## src/rtl/uart_wrapper_pkg.sv

```systemverilog
// Shared types and constants for the UART command wrapper: FSM encodings,
// command payload layout and the opcodes carried in the command high byte.
package uart_wrapper_pkg;

  localparam int unsigned CNT_W      = 12;
  localparam int unsigned BYTE_W     = 8;
  localparam int unsigned CMD_W      = 16;
  localparam int unsigned BIT_IDX_W  = 4;
  localparam logic [BIT_IDX_W-1:0] LAST_BIT = BIT_IDX_W'(9);

  typedef enum logic {HIGH, LOW} asm_state_e;
  typedef enum logic {IDLE, XMIT} tx_state_e;
  typedef enum logic {RX_IDLE, RX_BUSY} rx_state_e;

  typedef enum logic [BYTE_W-1:0] {
    OP_NOP    = 8'h00,
    OP_STATUS = 8'h20,
    OP_WRITE  = 8'h2F,
    OP_READ   = 8'h4B
  } cmd_op_e;

  typedef struct packed {
    logic [BYTE_W-1:0] hi;
    logic [BYTE_W-1:0] lo;
  } cmd_t;

  function automatic logic [BYTE_W-1:0] cmd_opcode(input cmd_t c);
    return c.hi;
  endfunction

endpackage

```

## src/rtl/uart_wrapper_rx.sv

```systemverilog
// 8N1 receiver: 2-flop synchronizer, start-edge detect, mid-bit sampling.
// Emits a one-cycle rx_rdy with the byte when the stop bit samples high.
module uart_rx
  import uart_wrapper_pkg::*;
#(
  parameter int unsigned BAUD_DIV = 2604
) (
  input  logic              clk,
  input  logic              rst_n,
  input  logic              rx,
  output logic [BYTE_W-1:0] rx_byte,
  output logic              rx_rdy
);

  localparam logic [CNT_W-1:0] HALF_M1 = CNT_W'(BAUD_DIV / 2 - 1);
  localparam logic [CNT_W-1:0] FULL_M1 = CNT_W'(BAUD_DIV - 1);

  logic                 rx_meta_q, rx_sync_q, rx_prev_q;
  rx_state_e            state_q, state_d;
  logic [CNT_W-1:0]     cnt_q, cnt_d;
  logic [BIT_IDX_W-1:0] bit_idx_q, bit_idx_d;
  logic [BYTE_W-1:0]    shift_q, shift_d;
  logic [BYTE_W-1:0]    rx_byte_q, rx_byte_d;
  logic                 rx_rdy_q, rx_rdy_d;
  logic                 sample;

  // Synchronizer chain preset to idle-high so reset never fakes a start edge.
  always_ff @(posedge clk or negedge rst_n) begin
    if (!rst_n) begin
      rx_meta_q <= 1'b1;
      rx_sync_q <= 1'b1;
      rx_prev_q <= 1'b1;
    end else begin
      rx_meta_q <= rx;
      rx_sync_q <= rx_meta_q;
      rx_prev_q <= rx_sync_q;
    end
  end

  always_ff @(posedge clk or negedge rst_n) begin
    if (!rst_n) begin
      state_q   <= RX_IDLE;
      cnt_q     <= '0;
      bit_idx_q <= '0;
      shift_q   <= '0;
      rx_byte_q <= '0;
      rx_rdy_q  <= 1'b0;
    end else begin
      state_q   <= state_d;
      cnt_q     <= cnt_d;
      bit_idx_q <= bit_idx_d;
      shift_q   <= shift_d;
      rx_byte_q <= rx_byte_d;
      rx_rdy_q  <= rx_rdy_d;
    end
  end

  always_comb begin
    state_d   = state_q;
    cnt_d     = cnt_q;
    bit_idx_d = bit_idx_q;
    shift_d   = shift_q;
    rx_byte_d = rx_byte_q;
    rx_rdy_d  = 1'b0;
    sample    = 1'b0;
    case (state_q)
      RX_IDLE: begin
        cnt_d     = '0;
        bit_idx_d = '0;
        if (rx_prev_q && !rx_sync_q) state_d = RX_BUSY;
      end
      RX_BUSY: begin
        // Start bit is sampled half a bit in; every later bit one full bit on.
        sample = (bit_idx_q == '0) ? (cnt_q == HALF_M1) : (cnt_q == FULL_M1);
        if (!sample) begin
          cnt_d = cnt_q + CNT_W'(1);
        end else begin
          cnt_d     = '0;
          bit_idx_d = bit_idx_q + BIT_IDX_W'(1);
          if (bit_idx_q == '0) begin
            if (rx_sync_q) state_d = RX_IDLE;
          end else if (bit_idx_q < LAST_BIT) begin
            shift_d = {rx_sync_q, shift_q[BYTE_W-1:1]};
          end else begin
            state_d = RX_IDLE;
            if (rx_sync_q) begin
              rx_rdy_d  = 1'b1;
              rx_byte_d = shift_q;
            end
          end
        end
      end
    endcase
  end

  assign rx_byte = rx_byte_q;
  assign rx_rdy  = rx_rdy_q;

endmodule

```

## src/rtl/uart_wrapper.sv

```systemverilog
// UART command front end: pairs received bytes into 16-bit commands (high
// byte first) and transmits one response byte per send_resp request.
module uart_wrapper
  import uart_wrapper_pkg::*;
#(
  parameter int unsigned BAUD_DIV = 2604
) (
  input  logic              clk,
  input  logic              rst_n,
  input  logic              RX,
  output logic              TX,
  output logic [CMD_W-1:0]  cmd,
  output logic              cmd_rdy,
  input  logic              clr_cmd_rdy,
  input  logic [BYTE_W-1:0] resp,
  input  logic              send_resp,
  output logic              resp_sent
);

  localparam logic [CNT_W-1:0] FULL_M1 = CNT_W'(BAUD_DIV - 1);

  logic [BYTE_W-1:0] rx_byte;
  logic              rx_rdy;

  uart_rx #(.BAUD_DIV(BAUD_DIV)) u_rx (
    .clk     (clk),
    .rst_n   (rst_n),
    .rx      (RX),
    .rx_byte (rx_byte),
    .rx_rdy  (rx_rdy)
  );

  asm_state_e           asm_q, asm_d;
  logic [BYTE_W-1:0]    hi_q, hi_d;
  cmd_t                 cmd_q, cmd_d;
  logic                 cmd_rdy_q, cmd_rdy_d;

  tx_state_e            tx_state_q, tx_state_d;
  logic [CNT_W-1:0]     tx_cnt_q, tx_cnt_d;
  logic [BIT_IDX_W-1:0] tx_bit_q, tx_bit_d;
  logic [BYTE_W:0]      tx_shift_q, tx_shift_d;
  logic                 tx_q, tx_d;
  logic                 resp_sent_q, resp_sent_d;

  always_ff @(posedge clk or negedge rst_n) begin
    if (!rst_n) begin
      asm_q       <= HIGH;
      hi_q        <= '0;
      cmd_q       <= '0;
      cmd_rdy_q   <= 1'b0;
      tx_state_q  <= IDLE;
      tx_cnt_q    <= '0;
      tx_bit_q    <= '0;
      tx_shift_q  <= '1;
      tx_q        <= 1'b1;
      resp_sent_q <= 1'b0;
    end else begin
      asm_q       <= asm_d;
      hi_q        <= hi_d;
      cmd_q       <= cmd_d;
      cmd_rdy_q   <= cmd_rdy_d;
      tx_state_q  <= tx_state_d;
      tx_cnt_q    <= tx_cnt_d;
      tx_bit_q    <= tx_bit_d;
      tx_shift_q  <= tx_shift_d;
      tx_q        <= tx_d;
      resp_sent_q <= resp_sent_d;
    end
  end

  // Command assembler; a completing low byte overrides a same-cycle clear.
  always_comb begin
    asm_d     = asm_q;
    hi_d      = hi_q;
    cmd_d     = cmd_q;
    cmd_rdy_d = cmd_rdy_q;
    if (clr_cmd_rdy) cmd_rdy_d = 1'b0;
    if (rx_rdy) begin
      case (asm_q)
        HIGH: begin
          hi_d      = rx_byte;
          cmd_rdy_d = 1'b0;
          asm_d     = LOW;
        end
        LOW: begin
          cmd_d.hi  = hi_q;
          cmd_d.lo  = rx_byte;
          cmd_rdy_d = 1'b1;
          asm_d     = HIGH;
        end
      endcase
    end
  end

  // Transmitter; the shift register refills with stop-level ones.
  always_comb begin
    tx_state_d  = tx_state_q;
    tx_cnt_d    = tx_cnt_q;
    tx_bit_d    = tx_bit_q;
    tx_shift_d  = tx_shift_q;
    tx_d        = tx_q;
    resp_sent_d = 1'b0;
    case (tx_state_q)
      IDLE: begin
        tx_d     = 1'b1;
        tx_cnt_d = '0;
        tx_bit_d = '0;
        if (send_resp) begin
          tx_shift_d = {1'b1, resp};
          tx_d       = 1'b0;
          tx_state_d = XMIT;
        end
      end
      XMIT: begin
        if (tx_cnt_q == FULL_M1) begin
          tx_cnt_d = '0;
          if (tx_bit_q == LAST_BIT) begin
            tx_state_d  = IDLE;
            tx_d        = 1'b1;
            resp_sent_d = 1'b1;
          end else begin
            tx_bit_d   = tx_bit_q + BIT_IDX_W'(1);
            tx_d       = tx_shift_q[0];
            tx_shift_d = {1'b1, tx_shift_q[BYTE_W:1]};
          end
        end else begin
          tx_cnt_d = tx_cnt_q + CNT_W'(1);
        end
      end
    endcase
  end

  assign TX        = tx_q;
  assign cmd       = cmd_q;
  assign cmd_rdy   = cmd_rdy_q;
  assign resp_sent = resp_sent_q;

endmodule

```

## config.mk

```make
export PLATFORM = sky130hd
export DESIGN_NAME = uart_wrapper
export DESIGN_NICKNAME = d
export VERILOG_FILES = /design/src/rtl/uart_wrapper_pkg.sv /design/src/rtl/uart_wrapper_rx.sv /design/src/rtl/uart_wrapper.sv
export SDC_FILE = /design/constraint.sdc
export NUM_CORES = 1
export LEC_CHECK = 0
export ABC_AREA = 0
export CAP_MARGIN = 20
export CORE_AREA = 2 2 61 121
export DETAILED_ROUTE_END_ITERATION = 6
export DIE_AREA = 0 0 63 123
export GPL_TIMING_DRIVEN = 1
export PLACE_DENSITY_LB_ADDON = 0.25
export SETUP_SLACK_MARGIN = 0.4
export SYNTH_ARGS = -nofsm -noshare
export SYNTH_HDL_FRONTEND = slang
export SYNTH_SLANG_ARGS = --single-unit
```

## constraint.sdc

```tcl
create_clock -name clk -period 4.5 [get_ports clk]
set_input_delay 1.125 -clock clk [delete_from_list [all_inputs] [get_ports clk]]
set_output_delay 1.125 -clock clk [all_outputs]
set_load 0.02 [all_outputs]
```

==> results.yml <==
run_status:
  outcome: "complete, no violations"
route:
  post_drt_wl_per_cell_um: 15.6
  route.layer.met1.wl_um: 3030
  wl_met2_um: 3550
  vias_per_cell: 5.65
  drc: 0
  antenna_left: 0
  routed_wirelength_um: 6940
  top_layer_used: "met4"
  dr.first_iter.drc_count: 195
  wl_met3_um: 193
  dr.pass1.iters: 4
  vias: 2522
die:
  core_um2: 6830
  row_count: 43
  design.die.area_um2: 7750
  num_io_pins: 32
  fp.dieH_um: 123
  start_util_pct: 58.7
  die_w_um: 63
sta:
  fin_crit_sh_pct: 57.7
  fin_setup_tns_ps: 0
  rsz0062_at_grt: "no"
  timing.final.max_slew_violations: 0
  worst_pin_slew_ps: 886
  fmax_mhz: 385
  hold_viol_final: 0
  relSlewSlack_pct: 40.9
  setup_viol: 0
  fin_crit_ps: 2590
  fin_skew_ps: 7.56
critical_path:
  slowest_stage: "clkdlybuf4s50_1"
  cp_slowest_stage_delay_ps: 600
  worstRegToRegCells: 6
  path_cells: "clkdlybuf4s50_1"
  endpoint: "TX"
  cp.required_ps: 3380
  critPathLaunch: "TX"
  rr_endpoint: "u_rx.rx_byte[2]"
  critPathMaxFanout: 2
  cp-end-kind: "output pin"
  worst-path-buf-inv: 1
  regToRegStartpoint: "u_rx.bit_idx_q[0]"
  worst-path-stages: 1
  critPathKind: "reg -> out"
  start_kind: "flip-flop"
  r2r_slack_ps: 1950
  critPathTopFamily: "buffers and inverters"
  critPathArrivalTime_ps: 1470
placed_design:
  hpwl_um: 4730
  portBuffers: 31
  gp_congestion: 0.879
clock_network:
  clkSlewWorstSetupHoldPaths_ps: 60
  post-cts-setup-buffers: 0
  cts_resized: 0
  ctsHoldBuffers: 0
  cts_root_buffer: "clkbuf_16"
  h-tree-depth: 3
  clockBufferDepth: 2
  insertion_delay_ps: 340
  cts_tree: "yes"
  clock_sinks: 90
  cts_made_buffers: 9
yosys:
  syn-num-nets: 335
  yosys_warnings: 0
  netlist_area_um2: 4010
  synth_edf_count: 0
  seq_area_frac_synth_pct: 56.5
  synth_top_area_cell: "dfrtp_1"
  ys_top_cells_by_area: "dfrtp_1 (49%), mux2_2 (13%), dfstp_2 (7.9%), xnor2_1 (3.5%), mux2_4 (3.0%)"
  yosysMostFrequentCell: "dfrtp_1"
  ys.flop_type: "dfrtp_1"
  postSynthAreaPerCell_um2: 12.7
  ys_seq_elements: 90
  async_flop_share_pct: 100
  yosysUniqueCellTypes: 43
  synth_cells: 316
  synth_commonest_cells: "dfrtp_1 (78), mux2_2 (46), nor2_1 (21)"
  synth_top_area_share_pct: 48.7
power_and_ir_drop:
  powerDensity_nw_per_um2: 410
  power.leakage_nw: 2.14
  peakVddDrop_mv: 0.373
  power.total_mw: 1.93
global_route:
  grt_pass1_wl_um: 12100
  grt_overflow: 0
  grt_max_degree: 74
  grt_use_total_pct: 20.2
  grt_pass1_vias: 2620
  antenna_found_initial: 0
flow_run:
  drv_cap: 0
cells_and_area:
  layout-drive-gt1-share_pct: 25.0
  nNetsFinal: 370
  area_growth_pct: 17.0
  antenna_cells: 0
  fill_cells: 508
min_path:
  hp-class: "reg -> reg"
-- through the flow --
stage	setup WS (ps)	hold slack, ps	instances	area (um2)	util [%]
after floorplan	2170	345	316	4010	-
after global placement	1880	347	429	4400	64.4
after detailed placement	1740	347	429	4400	64.4
after CTS	1750	356	445	4690	68.6
after global routing	1850	364	446	4690	68.7
final	1910	357	446	4690	68.7
-- registers in the layout (all words and copies together) (netlist names), 4 cells and up --
register and flops:
u_rx.rx_byte 8, u_rx.bit_idx_q 4, u_rx.cnt_q 12, tx_bit_q 4, hi_q 8, tx_cnt_q 12
tx_shift_q 8, u_rx.shift_q 8, cmd 16
-- logic make-up after synthesis --
logic type / after synthesis / share of synthesized area (%)
adder cells (fa/ha/maj): 6 / 1.87
flip-flops: 90 / 56.5
AND/OR/NAND/NOR: 105 / 14.5
AO/OA/AOI/OAI: 14 / 2.78
XOR/XNOR: 24 / 5.24
buffers and inverters: 18 / 1.90
multiplexers: 59 / 17.2
-- power breakdown --
part,leakage (nW),internal [mW],switching [mW],total (mW)
logic,0.821,0.111,0.117,0.228
registers,1.18,0.891,0.0994,0.990
clock network,0.140,0.395,0.313,0.708
-- layout make-up --
| type | instances | area [um2] | area share, % |
|---|---|---|---|
| clock buffers | 10 | 239 | 5.09 |
| clock inverters | 6 | 47.5 | 1.01 |
| flip-flops and latches | 90 | 2270 | 48.3 |
| inverters | 8 | 30.0 | 0.640 |
| well taps | 90 | 113 | 2.40 |
| repair buffers | 34 | 330 | 7.04 |
| multi-input cells | 208 | 1670 | 35.5 |
-- per-layer routing --
metal / global-route usage (%) / vias up
met4: 11.3 / 0
li1: - / 1196
met1: 24.5 / 1274
met3: 4.19 / 14
met2: 33.4 / 38
met5: 0 / -
-- worst min path at each step --
stage	from	end	slack (ps)	cells past startpoint
after global routing	u_rx.rx_meta_q	u_rx.rx_sync_q	360	0
after global placement	u_rx.rx_meta_q	u_rx.rx_sync_q	350	0
after CTS	u_rx.rx_meta_q	u_rx.rx_sync_q	360	0
final	u_rx.rx_meta_q	u_rx.rx_sync_q	360	0
after floorplan	u_rx.rx_meta_q	u_rx.rx_sync_q	350	0
after detailed placement	u_rx.rx_meta_q	u_rx.rx_sync_q	350	0
-- placed cells by master (no fill, tap or decap), types with 2 or more instances in the layout --
| master | Yosys | routed |
|---|---|---|
| inv_1 | 8 | 8 |
| a21oi_1 | 5 | 5 |
| or3_1 | 3 | 3 |
| mux2_4 | 8 | 8 |
| nand4b_1 | 3 | 3 |
| xnor2_1 | 16 | 16 |
| inv_6 | 0 | 3 |
| nor4_1 | 5 | 5 |
| nand2_1 | 20 | 20 |
| nor2_1 | 21 | 21 |
| and3b_1 | 2 | 2 |
| and3_1 | 3 | 3 |
| nor3b_1 | 12 | 12 |
| buf_4 | 0 | 4 |
| mux2i_1 | 5 | 5 |
| nor3_1 | 4 | 4 |
| clkbuf_16 | 0 | 9 |
| nor2b_1 | 2 | 2 |
| dfrtp_1 | 78 | 78 |
| xor2_1 | 8 | 8 |
| clkdlybuf4s50_1 | 0 | 30 |
| nand4_1 | 7 | 7 |
| dfstp_2 | 12 | 12 |
| ha_1 | 6 | 6 |
| nand2b_1 | 3 | 3 |
| nand3_1 | 12 | 12 |
| mux2_2 | 46 | 46 |
Power figures use the tool's default switching activity.
